==> config.mk <==
export PLATFORM = sky130hd
export DESIGN_NAME = coeff_reconstruct_flat
export DESIGN_NICKNAME = d
export VERILOG_FILES = /design/src/rtl/coeff_reconstruct_if.sv /design/src/rtl/coeff_reconstruct.sv /design/src/flat_wrapper.sv
export SDC_FILE = /design/constraint.sdc
export NUM_CORES = 1
export LEC_CHECK = 0
export BUFFER_PORTS_ARGS = -buffer_cell sky130_fd_sc_hd__buf_2
export CORE_ASPECT_RATIO = 1.75
export CORE_MARGIN = 2
export CORE_UTILIZATION = 57
export DETAILED_ROUTE_END_ITERATION = 12
export PLACE_DENSITY_LB_ADDON = 0.1
export SYNTH_ARGS = -nofsm -noshare
export SYNTH_HDL_FRONTEND = slang
export SYNTH_SLANG_ARGS = --single-unit
==> constraint.sdc <==
create_clock -name Clk -period 4.9 [get_ports Clk]
set_input_delay 0.49 -clock Clk [delete_from_list [all_inputs] [get_ports Clk]]
set_output_delay 0.49 -clock Clk [all_outputs]
set_load 0.1 [all_outputs]
==> src/rtl/coeff_reconstruct_if.sv <==
// Handshake/data bundle between level decode, run decode and coeff_reconstruct.
//   master: upstream side; drives Start/TotalCoeff, levels, total_zeros and runs,
//           and observes RunReady plus the reconstructed coefficient stream.
//   slave : coeff_reconstruct side; the opposite directions.
// LW is the level/coefficient width (two's complement).
interface coeff_reconstruct_if #(
    parameter int unsigned LW = 13
);
    logic          Start;
    logic [4:0]    TotalCoeff;
    logic [LW-1:0] LevelIn;
    logic          LevelWr;
    logic [3:0]    TotalZeros;
    logic          TotalZerosWr;
    logic [3:0]    RunBefore;
    logic          RunWr;
    logic          RunReady;
    logic [LW-1:0] CoeffOut;
    logic [3:0]    CoeffIdx;
    logic          CoeffValid;
    logic          BlockDone;
    logic          Busy;
    logic          Err;

    modport master (
        output Start, TotalCoeff, LevelIn, LevelWr, TotalZeros, TotalZerosWr, RunBefore, RunWr,
        input  RunReady, CoeffOut, CoeffIdx, CoeffValid, BlockDone, Busy, Err
    );

    modport slave (
        input  Start, TotalCoeff, LevelIn, LevelWr, TotalZeros, TotalZerosWr, RunBefore, RunWr,
        output RunReady, CoeffOut, CoeffIdx, CoeffValid, BlockDone, Busy, Err
    );
endinterface

==> src/rtl/coeff_reconstruct.sv <==
// CAVLC coefficient reconstruction for one 4x4 block.
// Buffers the signed levels (decode order, highest frequency first), then places
// them at their zig-zag scan positions using total_zeros and run_before, and
// streams the 16 coefficients out in scan order, index 0 first.
// Ports:
//   Clk    : clock
//   nReset : synchronous active-low reset
//   bus    : coeff_reconstruct_if.slave (block start, levels, total_zeros, runs in;
//            RunReady, CoeffOut/CoeffIdx/CoeffValid, BlockDone, Busy, Err out)
module coeff_reconstruct #(
    parameter int unsigned LW = 13,
    parameter int unsigned NC = 16
) (
    input  logic               Clk,
    input  logic               nReset,
    coeff_reconstruct_if.slave bus
);
    typedef enum logic [1:0] {StIdle, StCollect, StPlace, StOutput} state_e;

    state_e        state;
    logic [4:0]    tc;
    logic [4:0]    levelCnt;
    logic [4:0]    placeCnt;
    logic [3:0]    pos;
    logic [3:0]    zerosLeft;
    logic          tzSeen;
    logic [LW-1:0] levelBuf [NC];
    logic [LW-1:0] coeff    [NC];

    logic [5:0] zeroSum;
    logic       overflow;
    logic [3:0] startPos;
    logic [3:0] startZeros;
    logic [3:0] run;
    logic       runClip;
    logic [3:0] nextPos;
    logic       collectGo;
    logic       placeGo;
    logic       placeLast;

    always_comb begin
        // In COLLECT, zerosLeft still holds the raw total_zeros.
        zeroSum    = {1'b0, tc} + {2'b00, zerosLeft};
        overflow   = zeroSum > 6'd16;
        startPos   = overflow ? 4'd15 : 4'(zeroSum - 6'd1);
        // Keep enough room below the top position for the remaining levels.
        startZeros = overflow ? 4'(5'd16 - tc) : zerosLeft;
        run        = (bus.RunBefore > zerosLeft) ? zerosLeft : bus.RunBefore;
        runClip    = (zerosLeft != 4'd0) && (bus.RunBefore > zerosLeft);
        nextPos    = pos - run - 4'd1;
        collectGo  = (state == StCollect) && (levelCnt == tc) && tzSeen;
        placeGo    = (state == StPlace) && ((zerosLeft == 4'd0) || bus.RunWr);
        placeLast  = (placeCnt + 5'd1) == tc;
    end

    assign bus.RunReady = (state == StPlace) && (zerosLeft != 4'd0);

    always_ff @(posedge Clk) begin
        if (!nReset) begin
            state          <= StIdle;
            tc             <= '0;
            levelCnt       <= '0;
            placeCnt       <= '0;
            pos            <= '0;
            zerosLeft      <= '0;
            tzSeen         <= 1'b0;
            for (int i = 0; i < NC; i++) begin
                levelBuf[i] <= '0;
                coeff[i]    <= '0;
            end
            bus.CoeffOut   <= '0;
            bus.CoeffIdx   <= '0;
            bus.CoeffValid <= 1'b0;
            bus.BlockDone  <= 1'b0;
            bus.Busy       <= 1'b0;
            bus.Err        <= 1'b0;
        end else begin
            unique case (state)
                StIdle: begin
                    if (bus.Start) begin
                        tc        <= bus.TotalCoeff;
                        levelCnt  <= '0;
                        placeCnt  <= '0;
                        pos       <= '0;
                        zerosLeft <= '0;
                        tzSeen    <= 1'b0;
                        for (int i = 0; i < NC; i++) begin
                            levelBuf[i] <= '0;
                            coeff[i]    <= '0;
                        end
                        bus.Err  <= 1'b0;
                        bus.Busy <= 1'b1;
                        if (bus.TotalCoeff == 5'd0) begin
                            // Nothing to place: stream zeros immediately.
                            state          <= StOutput;
                            bus.CoeffValid <= 1'b1;
                            bus.CoeffIdx   <= '0;
                            bus.CoeffOut   <= '0;
                        end else begin
                            state <= StCollect;
                        end
                    end
                end

                StCollect: begin
                    if (bus.LevelWr) begin
                        if (levelCnt == tc) begin
                            bus.Err <= 1'b1;
                        end else begin
                            levelBuf[levelCnt[3:0]] <= bus.LevelIn;
                            levelCnt                <= levelCnt + 5'd1;
                        end
                    end
                    if (bus.TotalZerosWr) begin
                        zerosLeft <= bus.TotalZeros;
                        tzSeen    <= 1'b1;
                    end
                    if (collectGo) begin
                        pos             <= startPos;
                        zerosLeft       <= startZeros;
                        coeff[startPos] <= levelBuf[0];
                        placeCnt        <= 5'd1;
                        if (overflow) begin
                            bus.Err <= 1'b1;
                        end
                        if (tc == 5'd1) begin
                            // Output index 0 is loaded on the same edge as the placement.
                            state          <= StOutput;
                            bus.CoeffValid <= 1'b1;
                            bus.CoeffIdx   <= '0;
                            bus.CoeffOut   <= (startPos == 4'd0) ? levelBuf[0] : coeff[0];
                        end else begin
                            state <= StPlace;
                        end
                    end
                end

                StPlace: begin
                    if (placeGo) begin
                        pos            <= nextPos;
                        zerosLeft      <= zerosLeft - run;
                        coeff[nextPos] <= levelBuf[placeCnt[3:0]];
                        placeCnt       <= placeCnt + 5'd1;
                        if (runClip) begin
                            bus.Err <= 1'b1;
                        end
                        if (placeLast) begin
                            state          <= StOutput;
                            bus.CoeffValid <= 1'b1;
                            bus.CoeffIdx   <= '0;
                            bus.CoeffOut   <= (nextPos == 4'd0) ? levelBuf[placeCnt[3:0]]
                                                                : coeff[0];
                        end
                    end
                end

                StOutput: begin
                    if (bus.CoeffIdx == 4'd15) begin
                        state          <= StIdle;
                        bus.CoeffValid <= 1'b0;
                        bus.BlockDone  <= 1'b0;
                        bus.CoeffIdx   <= '0;
                        bus.CoeffOut   <= '0;
                        bus.Busy       <= 1'b0;
                    end else begin
                        bus.CoeffIdx  <= bus.CoeffIdx + 4'd1;
                        bus.CoeffOut  <= coeff[bus.CoeffIdx + 4'd1];
                        bus.BlockDone <= (bus.CoeffIdx == 4'd14);
                    end
                end

                default: state <= StIdle;
            endcase
        end
    end
endmodule
==> src/flat_wrapper.sv <==
// flat-port wrapper written by rule: the top's interface ports become plain ports
module coeff_reconstruct_flat 
#(
    parameter int unsigned LW = 13,
    parameter int unsigned NC = 16
)
  (Clk, nReset, bus_Start, bus_TotalCoeff, bus_LevelIn, bus_LevelWr, bus_TotalZeros, bus_TotalZerosWr, bus_RunBefore, bus_RunWr, bus_RunReady, bus_CoeffOut, bus_CoeffIdx, bus_CoeffValid, bus_BlockDone, bus_Busy, bus_Err);
  coeff_reconstruct_if #(.LW(LW)) bus_i ();
  input  logic Clk;
  input  logic nReset;
  input wire logic [$bits(bus_i.Start)-1:0] bus_Start;
  input wire logic [$bits(bus_i.TotalCoeff)-1:0] bus_TotalCoeff;
  input wire logic [$bits(bus_i.LevelIn)-1:0] bus_LevelIn;
  input wire logic [$bits(bus_i.LevelWr)-1:0] bus_LevelWr;
  input wire logic [$bits(bus_i.TotalZeros)-1:0] bus_TotalZeros;
  input wire logic [$bits(bus_i.TotalZerosWr)-1:0] bus_TotalZerosWr;
  input wire logic [$bits(bus_i.RunBefore)-1:0] bus_RunBefore;
  input wire logic [$bits(bus_i.RunWr)-1:0] bus_RunWr;
  output wire logic [$bits(bus_i.RunReady)-1:0] bus_RunReady;
  output wire logic [$bits(bus_i.CoeffOut)-1:0] bus_CoeffOut;
  output wire logic [$bits(bus_i.CoeffIdx)-1:0] bus_CoeffIdx;
  output wire logic [$bits(bus_i.CoeffValid)-1:0] bus_CoeffValid;
  output wire logic [$bits(bus_i.BlockDone)-1:0] bus_BlockDone;
  output wire logic [$bits(bus_i.Busy)-1:0] bus_Busy;
  output wire logic [$bits(bus_i.Err)-1:0] bus_Err;
  assign bus_i.Start = bus_Start;
  assign bus_i.TotalCoeff = bus_TotalCoeff;
  assign bus_i.LevelIn = bus_LevelIn;
  assign bus_i.LevelWr = bus_LevelWr;
  assign bus_i.TotalZeros = bus_TotalZeros;
  assign bus_i.TotalZerosWr = bus_TotalZerosWr;
  assign bus_i.RunBefore = bus_RunBefore;
  assign bus_i.RunWr = bus_RunWr;
  assign bus_RunReady = bus_i.RunReady;
  assign bus_CoeffOut = bus_i.CoeffOut;
  assign bus_CoeffIdx = bus_i.CoeffIdx;
  assign bus_CoeffValid = bus_i.CoeffValid;
  assign bus_BlockDone = bus_i.BlockDone;
  assign bus_Busy = bus_i.Busy;
  assign bus_Err = bus_i.Err;
  coeff_reconstruct #(.LW(LW), .NC(NC)) u_core (.Clk(Clk), .nReset(nReset), .bus(bus_i));
endmodule
# Yosys cells after proc, flatten, opt, wreduce, memory -nomap -nowiden
# Memories as Yosys holds them, arrays and structs flattened. A register that Yosys moved wholly into a read port is not among the register bits.
# Index checks and enable logic that the tools add are counted.
dict set report op_classes {
  n_reduce_logical 28
  n_addsub 9
  n_bitwise 32
  muxes 126
  magnitude_cmp 2
  eq_ne 21
}
# op n
set op_table {}
lappend op_table {{$mux 13} 44}
lappend op_table {{$mux 4} 21}
lappend op_table {{$pmux 13 s4} 1}
lappend op_table {{$mux 1} 39}
lappend op_table {{$reduce_or 13->1} 3}
lappend op_table {{$or 1x1->1} 32}
lappend op_table {{$mux 5} 5}
lappend op_table {{$pmux 4 s3} 2}
lappend op_table {{$pmux 4 s4} 1}
lappend op_table {{$pmux 5 s3} 1}
lappend op_table {{$logic_not 4->1} 3}
lappend op_table {{$mux 2} 6}
lappend op_table {{$ne 2x1->1 const B} 6}
lappend op_table {{$reduce_and 4->1} 3}
lappend op_table {{$add 5x1->5 const B} 2}
lappend op_table {{$eq 5x5->1} 2}
lappend op_table {{$ne 2x2->1 const B} 5}
lappend op_table {{$pmux 5 s2} 1}
lappend op_table {{$reduce_and 5->1} 2}
lappend op_table {{$eq 4x4->1 const B} 2}
lappend op_table {{$pmux 2 s4} 1}
lappend op_table {{$sub 4x1->4 const B} 2}
lappend op_table {{$sub 4x4->4} 2}
lappend op_table {{$reduce_and 7->1} 1}
lappend op_table {{22 further kinds} 31}
dict set report word_totals {
  out_inout_bits 22
  word_cells 233
  input_bits 32
  mem_bits_rw 416
  regBits 47
  mem_count 2
}
# name depth width rd rd_clocked_by_memory_dff write_ports line
set mem_list {}
lappend mem_list {u_core.coeff 16 13 2 0 16 coeff_reconstruct.sv:28} ;# logic [LW-1:0] coeff [NC];
lappend mem_list {u_core.levelBuf 16 13 2 1 16 coeff_reconstruct.sv:27} ;# logic [LW-1:0] levelBuf [NC];

# Logic depth before layout (Yosys ltp)
# Gate-level depths: netlist (run 1).
dict set report logic_depth {
  depth_word 10
  mapped_depth 19
  depth_no_buf 17
}

# Least setup slack after synthesis (run 1)
# No wires, ideal clock.
dict set report synth_path {
  kind {register -> register}
  start {register u_core.zerosLeft[1]}
  end {memory u_core.coeff[2][0], enable pin}
  synth_period_minus_slack_ns 4.842
  setup_slack_ns 0.058
  setup_time_ns 0.401
  arrival_time_ns 4.441
  required_ns 4.499
  path_buffers 1
  path_stages_with_launch 19
  path_cell_list {dfxtp_1 inv_1 ha_1 nor2b_2 o211ai_2 a21oi_2 nor2_1 a21o_2 inv_1 ha_1 nand2_1 a21oi_1 nor3_1 a221o_1 or3_4 and2_4 o32a_1 buf_2 o21ai_0}
}
# element line
set synth_rtl {}
lappend synth_rtl {{from (decl)} coeff_reconstruct.sv:25} ;# logic [3:0] zerosLeft;
lappend synth_rtl {{from (signal assigned)} coeff_reconstruct.sv:115} ;# zerosLeft <= bus.TotalZeros;
lappend synth_rtl {{from (signal assigned)} coeff_reconstruct.sv:120} ;# zerosLeft <= startZeros;
lappend synth_rtl {{from (signal assigned)} coeff_reconstruct.sv:141} ;# zerosLeft <= zerosLeft - run;
lappend synth_rtl {{to (decl)} coeff_reconstruct.sv:28}

==> reports/results.txt, run 1 <==
Outcome: finished, final reports clean
FF-to-FF path depth: 18
Actual slew at the worst max-slew pin: 0.958 ns
Final Hold Vio Count: 0
DRC: 0
Cells after Synth: 1682
Reg-to-reg startpoint: u_core.zerosLeft[1]
Share of cells above drive strength 1: 20.8%
Die width: 154 um
Slew Viols, Final: 0
Peak supply drop: 0.334 mV
Initial DRC Count: 1049
Area of the core: 0.0392 mm2
Vias in the first global route: 14435
Final RePlAce weighted congestion: 0.879
Worst Hold Path EP: u_core.tc[1]
Hold Crit Start: bus_TotalCoeff[1]
GRT Util Overall: 27.7%
Via count: 13793
Syn avg cell area: 13.4 um2
Die Y: 267 um
Crit path cell chain: inv_1 -> ha_1 -> nor2b_2 -> o211ai_2 -> a21oi_2 -> nor2_1 -> a21o_2 -> inv_1 -> ha_1 -> nand2_1 -> a21oi_1 -> nor3_1 -> a221o_1 -> or3_4 -> and2_4 -> o32a_2 -> o21ai_1 -> buf_4
CP required: 5.15 ns
Crit-path max cell delay: 0.47 ns
Worst hold stages: 3
Final WL: 56000 um
Io pins: 54
Commonest non-fill, non-tap cell in the layout: edfxtp_1
First-pass GRT wire length: 85400 um
Antenna fix cells: 0
Netlist cell types: 64
Worst-path fanout max: 13
Critical Path End Type: flop
Ys Warns: 0
Reg2Reg Setup Slack: 0.34 ns
Post-DP HPWL: 40500 um
Cell family with most CP delay: compound AO/OA/AOI/OAI gates
Lkg Pwr: 9.09 nW
CP bufs+invs: 3
Tmin final: 4.56 ns
#FFs+latches synth: 467
Initial Util: 57.7%
Post-synth EDFFs: 416
Max Root-Sink Buffers: 3
Hold Worst Slack: 0.183 ns
RSZ-0062 raised after global routing: no
WL/cell: 24.8 um
Crit path DAT: 4.81 ns
CTS buffer count: 42
Ys async rst share: 0%
CTS root buffer: clkbuf_16
Min-delay worst type: input port to flop
Post-synthesis cell area: 0.0226 mm2
First-pass DRT Iterations: 5
Hold buffers post-CTS: 0
Final ANT Viol Nets: 0
Reg2reg end: u_core.coeff[1][1]
H-tree depth: 2
Fmax: 219 MHz
Crit path from: u_core.zerosLeft[1]
Clock Latency Late Sink: 0.57 ns
Congestion Overflow GR: 0
Final period util: 93.1%
CP startpoint kind: flop
Setup TNS: 0 ns
CTS sink cnt: 467
Area grow syn2layout: 10.6%
Post-synthesis sequential area ratio: 59.9%
PwrDens: 460 mW/mm2
Syn Nets: 1742
Initial antenna violation count: 0
Slew headroom: 35.9%
CTS tree: built
Worst path slowest cell: o32a_2
Layout Nets: 1790
Commonest cells after routing, fill and taps aside: edfxtp_1 (416), and2_1 (217), nor2_1 (148)
Final Setup Violations: 0
Die Area: 0.0413 mm2
Cell Rows: 96
Via density: 6.12
Max-Cap Viols: 0
Clock slew at reported path FFs: 0.07 ns
Clock Skew: 0.0183 ns
Port-buffer cells: 53
WS Path Type: flop to flop
Top FF cell, synth: edfxtp_1
Largest net degree at the start of global routing: 53
==> layout make-up <==
| cell class | count | area (um2) |
|---|---|---|
| Inverter | 23 | 86.3 |
| Clock buffer | 60 | 1190 |
| Sequential cell | 467 | 13500 |
| Fill cell | 2997 | 14200 |
| Multi-Input combinational cell | 1065 | 8500 |
| Timing Repair Buffer | 131 | 892 |
| Tap cell | 490 | 613 |
| Clock inverter | 18 | 166 |
==> state kept, by name, indices dropped and copies added (netlist names), 5 cells and up, named ones only <==
signal / cells
u_core.coeff: 208
u_core.levelBuf: 208
u_core.bus.CoeffOut: 13
u_core.levelCnt: 5
u_core.placeCnt: 5
u_core.tc: 5
==> cell families after synthesis <==
logic type	after synthesis	synth area share [%]
AO/OA/AOI/OAI	160	4.68
XOR/XNOR	31	1.20
adder cells (fa/ha/maj)	29	1.63
buffers and inverters	150	2.72
flip-flops	467	59.9
multiplexers	185	14.8
AND/OR/NAND/NOR	660	15.2
==> routing by layer <==
metal  GRT usage (%)  wire, um
met4            12.9      2760
met1            30.2     19600
met2            53.2     31400
met3            3.09      2260
met5               0         0
==> worst reg2reg max path: cells and delay by family (launching register included) <==
family	cells	cell delay, ns
buffers and inverters	3	0.48
AOI/OAI and AO/OA	7	1.79
adders and majority gates	2	0.55
DFF	1	0.44
and+or+nand+nor	6	0.98
==> where the power goes <==
part           internal, W  total (W)  switching, W
clock network      0.00182    0.00329       0.00147
logic             0.000958    0.00286       0.00190
registers          0.00509    0.00535      0.000261
total              0.00786     0.0115       0.00364
==> per-stage QoR <==
stage               worst slack [ns]  total power [W]  util (%)  std cells  area [um2]
detailed placement             0.351          0.00827      60.3       2176       23600
global route                  0.0139           0.0120      63.8       2254       25000
global placement               0.435          0.00817      60.3       2176       23600
finish                         0.337           0.0115      63.8       2254       25000
floorplan                     0.0583          0.00728         -       1682       22600
CTS                            0.339           0.0115      63.8       2254       25000
==> what timing repair did <==
action / in CTS / in global routing
setup endpoints to repair: 0 / 6
buffers inserted: 0 / 0
hold endpoints to repair: 0 / 0
resized for setup: 0 / 2
==> worst max-delay path by stage <==
stage / slack (ns) / end / depth (start not counted)
after floorplan: 0.06 / u_core.coeff[2][0] / 18
after global placement: 0.43 / u_core.coeff[3][7] / 18
after detailed placement: 0.35 / u_core.coeff[14][10] / 18
after CTS: 0.34 / u_core.coeff[1][1] / 18
after global routing: 0.01 / u_core.coeff[1][1] / 18
final: 0.34 / u_core.coeff[1][1] / 18
==> cell usage after synthesis (2+ instances only) <==
cell type | number | area share, %
a211o_1 | 2 | 0.078
a211oi_1 | 6 | 0.20
a21boi_0 | 3 | 0.10
a21o_1 | 4 | 0.13
a21o_2 | 2 | 0.078
a21oi_1 | 41 | 0.91
a221o_1 | 2 | 0.089
a22o_1 | 3 | 0.12
a22oi_1 | 4 | 0.13
a31oi_1 | 3 | 0.083
a32oi_1 | 14 | 0.54
and2_1 | 217 | 6.0
and3_1 | 2 | 0.055
buf_1 | 11 | 0.18
buf_2 | 23 | 0.51
buf_6 | 3 | 0.15
clkbuf_1 | 90 | 1.5
dfxtp_1 | 51 | 4.5
edfxtp_1 | 416 | 55
ha_1 | 27 | 1.5
inv_1 | 22 | 0.37
mux2_2 | 13 | 0.65
mux2i_1 | 55 | 2.4
mux4_2 | 117 | 12
nand2_1 | 81 | 1.3
nand2b_1 | 27 | 0.75
nand3_1 | 18 | 0.40
nand4_1 | 4 | 0.11
nor2_1 | 149 | 2.5
nor2b_1 | 8 | 0.22
nor3_1 | 115 | 2.5
nor3_2 | 2 | 0.089
nor4_1 | 2 | 0.055
o21a_1 | 3 | 0.10
o21ai_0 | 47 | 1.0
o221ai_1 | 13 | 0.50
o22ai_1 | 2 | 0.055
o31ai_1 | 2 | 0.066
or2_2 | 16 | 0.44
or3_1 | 9 | 0.25
xnor2_1 | 11 | 0.43
xor2_1 | 20 | 0.78
Power figures use the tool's default switching activity.
==> run 2: changes to the inputs <==
- GPL_TIMING_DRIVEN: not set -> 0
- SKIP_LAST_GASP: not set -> 1
==> reports/results.txt, run 2 (synthesized netlist as in run 1, its figures left out) <==
Die Area: 0.0413 mm2
Met1 Routed Length: 19900 um
CTS root buffer: clkbuf_16
CTS buffer count: 42
Tmin final: 4.64 ns
Cell Rows: 96
Vias in the first global route: 15535
Slew headroom: 20.0%
Min-delay worst type: input port to flop
Hold buffers post-CTS: 0
Layout Nets: 1858
CTS sink cnt: 467
Congestion Overflow GR: 0
First-pass GRT wire length: 91300 um
CTS tree: built
Port-buffer cells: 52
Clock Latency Late Sink: 0.57 ns
WS Path Type: flop to flop
Final Setup Violations: 0
Actual slew at the worst max-slew pin: 1.20 ns
Final period util: 94.7%
Lkg Pwr: 9.11 nW
Register area: 0.0135 mm2
Reg2Reg Setup Slack: 0.26 ns
Commonest cells after routing, fill and taps aside: edfxtp_1 (416), and2_1 (217), nor2_1 (149)
Crit path cell chain: inv_1 -> ha_1 -> a21oi_1 -> a21oi_4 -> a21o_2 -> inv_1 -> ha_1 -> nand2_1 -> a21oi_1 -> nor3_1 -> a221o_1 -> or3_4 -> and2_4 -> o32a_1 -> buf_2 -> o21ai_4 -> buf_4
Met2 wire length: 34300 um
Placed cells: 2242
Fmax: 215 MHz
Final worst slack: 0.257 ns
Reg-to-reg startpoint: u_core.zerosLeft[3]
Outcome: finished, final reports clean
Antenna fix cells: 0
Crit path from: u_core.zerosLeft[3]
DRC: 0
DR WL met3: 2850 um
Peak supply drop: 0.325 mV
H-tree depth: 2
Worst-path fanout max: 10
Via density: 6.23
Area of the core: 0.0392 mm2
Clock slew at reported path FFs: 0.08 ns
Final WL: 61100 um
First-pass DRT Iterations: 5
Fillers: 2995
WL/cell: 26.3 um
CP startpoint kind: flop
Die width: 154 um
Area grow syn2layout: 11.5%
Top Metal Used: met5
Share of cells above drive strength 1: 19.0%
Hold Worst Slack: 0.187 ns
Reg2reg end: u_core.coeff[1][6]
Leading registers by flop count: u_core.coeff (208), u_core.levelBuf (208), u_core.bus.CoeffOut (13)
Initial Util: 57.7%
Worst path slowest cell: dfxtp_1
Non-filler cells, final: 2322
CP required: 5.17 ns
Max Root-Sink Buffers: 3
Pre-CTS setup slack: -0.661 ns
Die Y: 267 um
Area of the multi-input gates: 0.00857 mm2
Initial DRC Count: 1137
Crit-path max cell delay: 0.50 ns
Clock Skew: 0.0201 ns
GRT Util Overall: 30.1%
Critical Path End Type: flop
RSZ-0062 raised after global routing: no
Power Total: 0.0119 W
Max-Cap Viols: 0
Critical Path End: u_core.coeff[1][6]
Slew Viols, Final: 0
Final ANT Viol Nets: 0
Final RePlAce weighted congestion: 0.916
Initial antenna violation count: 2
Largest net degree at the start of global routing: 17
PwrDens: 472 mW/mm2
Post-DP HPWL: 47200 um
Commonest non-fill, non-tap cell in the layout: edfxtp_1
Io pins: 54
Final Hold Vio Count: 0
FF-to-FF path depth: 17
Crit path DAT: 4.91 ns
Via count: 14459
## run 2: final cells by class
class	count	area share, %
repair buffers	72	1.75
clock buffers	51	4.61
flip-flops and latches	467	53.7
inverters	23	0.343
plain buffers	127	2.12
multi-input cells	1065	34.0
well taps	490	2.44
clock inverters	27	1.02
## run 2: worst max-delay path: cells and delay by family, from the launching register on
family                     cells  cell delay [ns]
DFF                            1             0.50
adders and majority gates      2             0.55
and+or+nand+nor                4             0.74
buffers and inverters          4             0.63
AOI/OAI and AO/OA              7             1.91
## run 2: routing by layer
metal / global-route usage (%) / vias up
li1: - / 6511
met5: 0 / -
met2: 57.6 / 551
met3: 3.48 / 186
met1: 30.9 / 7209
met4: 18.3 / 2
## run 2: repair_timing
| action | 4_1_cts | 5_1_grt |
|---|---|---|
| setup buffers | 1 | 1 |
| endpoints found under the setup margin | 121 | 302 |
| pin swaps | 1 | 1 |
| gates resized for setup | 5 | 21 |
## run 2: how the worst min path moves through the flow
stage                                        end  slack [ns]  cells after the start              startpoint
after global routing                u_core.tc[0]        0.21                      3       bus_TotalCoeff[0]
after CTS                           u_core.tc[3]        0.17                      3       bus_TotalCoeff[3]
after detailed placement  u_core.bus.CoeffOut[7]        0.47                      2  u_core.bus.CoeffOut[7]
after global placement      u_core.bus.BlockDone        0.46                      2    u_core.bus.BlockDone
final                               u_core.tc[3]        0.19                      3       bus_TotalCoeff[3]
after floorplan                    u_core.tzSeen        0.47                      2           u_core.tzSeen
## run 2: power by group
part           internal (W)  switching (W)
Sequential          0.00509       0.000243
Clock               0.00192        0.00151
Combinational      0.000915        0.00221
Total               0.00792        0.00396
## run 2: stage by stage
stage	TNS (ns)	instance area, um2	util, %
2_1_floorplan	0	22600	-
3_3_place_gp	-204.32	23500	59.9
3_5_place_dp	-17.24	23600	60.4
4_1_cts	-1.53	25100	64.1
5_1_grt	0	25200	64.3
6_report	0	25200	64.3
==> run 3: changes to the inputs <==
- CTS_BUF_LIST: not set -> sky130_fd_sc_hd__clkbuf_16
==> reports/results.txt, run 3 (synthesized netlist as in run 1, its figures left out) <==
Max Root-Sink Buffers: 3
WS Path Type: flop to flop
DRC: 0
Area of the multi-input gates: 0.00857 mm2
Worst-path fanout max: 10
CTS sink cnt: 467
Tmin final: 4.64 ns
Cell family with most CP delay: compound AO/OA/AOI/OAI gates
Crit path DAT: 4.90 ns
Slew Viols, Final: 0
Slew headroom: 20.2%
Largest net degree at the start of global routing: 17
Final worst slack: 0.263 ns
Worst path slowest cell: dfxtp_1
Commonest cells after routing, fill and taps aside: edfxtp_1 (416), and2_1 (217), nor2_1 (149)
Pre-CTS setup slack: -0.661 ns
Actual slew at the worst max-slew pin: 1.20 ns
Crit-path max cell delay: 0.50 ns
Initial DRC Count: 1079
Port-buffer cells: 52
Die Area: 0.0413 mm2
Area grow syn2layout: 11.4%
RSZ-0062 raised after global routing: no
Area of the core: 0.0392 mm2
Register area: 0.0135 mm2
Placed instance area: 0.0236 mm2
Die width: 154 um
Via density: 6.24
CTS buffer count: 42
Io pins: 54
Congestion Overflow GR: 0
Commonest non-fill, non-tap cell in the layout: edfxtp_1
Leading registers by flop count: u_core.coeff (208), u_core.levelBuf (208), u_core.bus.CoeffOut (13)
Finished layout cell area: 0.0251 mm2
Clock slew at reported path FFs: 0.08 ns
CTS tree: built
Min-delay worst type: input port to flop
Post-DP HPWL: 47200 um
Final ANT Viol Nets: 0
CP bufs+invs: 4
Final Hold Vio Count: 0
Final Util: 64.2%
PwrDens: 470 mW/mm2
GRT Util Overall: 30.0%
Final WL: 61100 um
Clock Latency Late Sink: 0.57 ns
Placed cells: 2242
Die Y: 267 um
Initial Util: 57.7%
Share of cells above drive strength 1: 18.9%
Critical Path End Type: flop
First-pass DRT Iterations: 6
Max-Cap Viols: 0
Antenna fix cells: 0
Fmax: 216 MHz
Initial antenna violation count: 2
Non-filler cells, final: 2322
Final RePlAce weighted congestion: 0.916
First-pass GRT wire length: 91200 um
Fillers: 3002
Vias in the first global route: 15538
Crit path cell chain: inv_1 -> ha_1 -> a21oi_1 -> a21oi_4 -> a21o_2 -> inv_1 -> ha_1 -> nand2_1 -> a21oi_1 -> nor3_1 -> a221o_1 -> or3_4 -> and2_4 -> o32a_1 -> buf_2 -> o21ai_4 -> buf_4
Via count: 14480
Clock Skew: 0.0206 ns
WL/cell: 26.3 um
CTS root buffer: clkbuf_16
Final period util: 94.6%
CP required: 5.17 ns
H-tree depth: 2
Hold buffers post-CTS: 0
Layout Nets: 1858
Peak supply drop: 0.333 mV
Lkg Pwr: 9.12 nW
Final Setup Violations: 0
Power Total: 0.0118 W
Cell Rows: 96
Outcome: finished, final reports clean
CP startpoint kind: flop
run 3: cell types whose count changed in the layout (fill, tap and decap cells not counted):
cell	delta
clkbuf_1	-3
inv_2	+3
inv_1	+4
clkbuf_8	-3
clkbuf_4	-1
run 3: per-stage QoR:
step           setup TNS (ns)  hold slack (ns)
6_report                    0            0.188
5_1_grt                     0            0.209
4_1_cts                 -1.53            0.174
3_5_place_dp           -17.24            0.470
3_3_place_gp          -204.32            0.464
2_1_floorplan               0            0.467
run 3: worst register-to-register path: stages, from the launching register on:
cell and delay, ns:
dfxtp_1 0.50, inv_1 0.08, ha_1 0.33, a21oi_1 0.41
a21oi_4 0.14, a21o_2 0.26, inv_1 0.06, ha_1 0.22
nand2_1 0.09, a21oi_1 0.15, nor3_1 0.05, a221o_1 0.30
or3_4 0.41, and2_4 0.19, o32a_1 0.38, buf_2 0.23
o21ai_4 0.27, buf_4 0.26
run 3: final timing paths:
kind	slack (ns)	endpoint	depth (start not counted)	start
max reg2reg	0.26	u_core.coeff[1][8]	17	u_core.zerosLeft[3]
min	0.19	u_core.tc[3]	3	bus_TotalCoeff[3]
min reg2reg	0.48	u_core.bus.CoeffOut[7]	2	u_core.bus.CoeffOut[7]
max	0.26	u_core.coeff[1][8]	17	u_core.zerosLeft[3]
run 3: report_power, final:
part	internal [W]	total (W)	switching (W)	leakage, nW
clock	0.00186	0.00337	0.00151	0.708
combinational	0.000915	0.00312	0.00221	3.48
sequential	0.00509	0.00533	0.000241	4.92
run 3: per-layer routing:
metal	GRT usage [%]	routed length, um	up-vias
met4	18.6	4070	2
li1	-	-	6507
met5	0	10	-
met2	57.5	34200	498
met1	30.9	20000	7292
met3	3.48	2740	181
run 3: layout make-up:
type                       count  share of cell area (%)
clock inverter                34                    1.13
buffer                       127                    2.13
multi-input combinational   1065                    34.1
timing repair buffer          72                    1.76
clock buffer                  44                    4.38
tap                          490                    2.44
sequential                   467                    53.8
inverter                      23                   0.343
run 3: what timing repair did:
action                                  CTS  global route
pin swaps                                 1             1
resized for setup                         5            21
gates cloned                              0             0
endpoints found under the setup margin  121           302
buffers inserted                          1             1
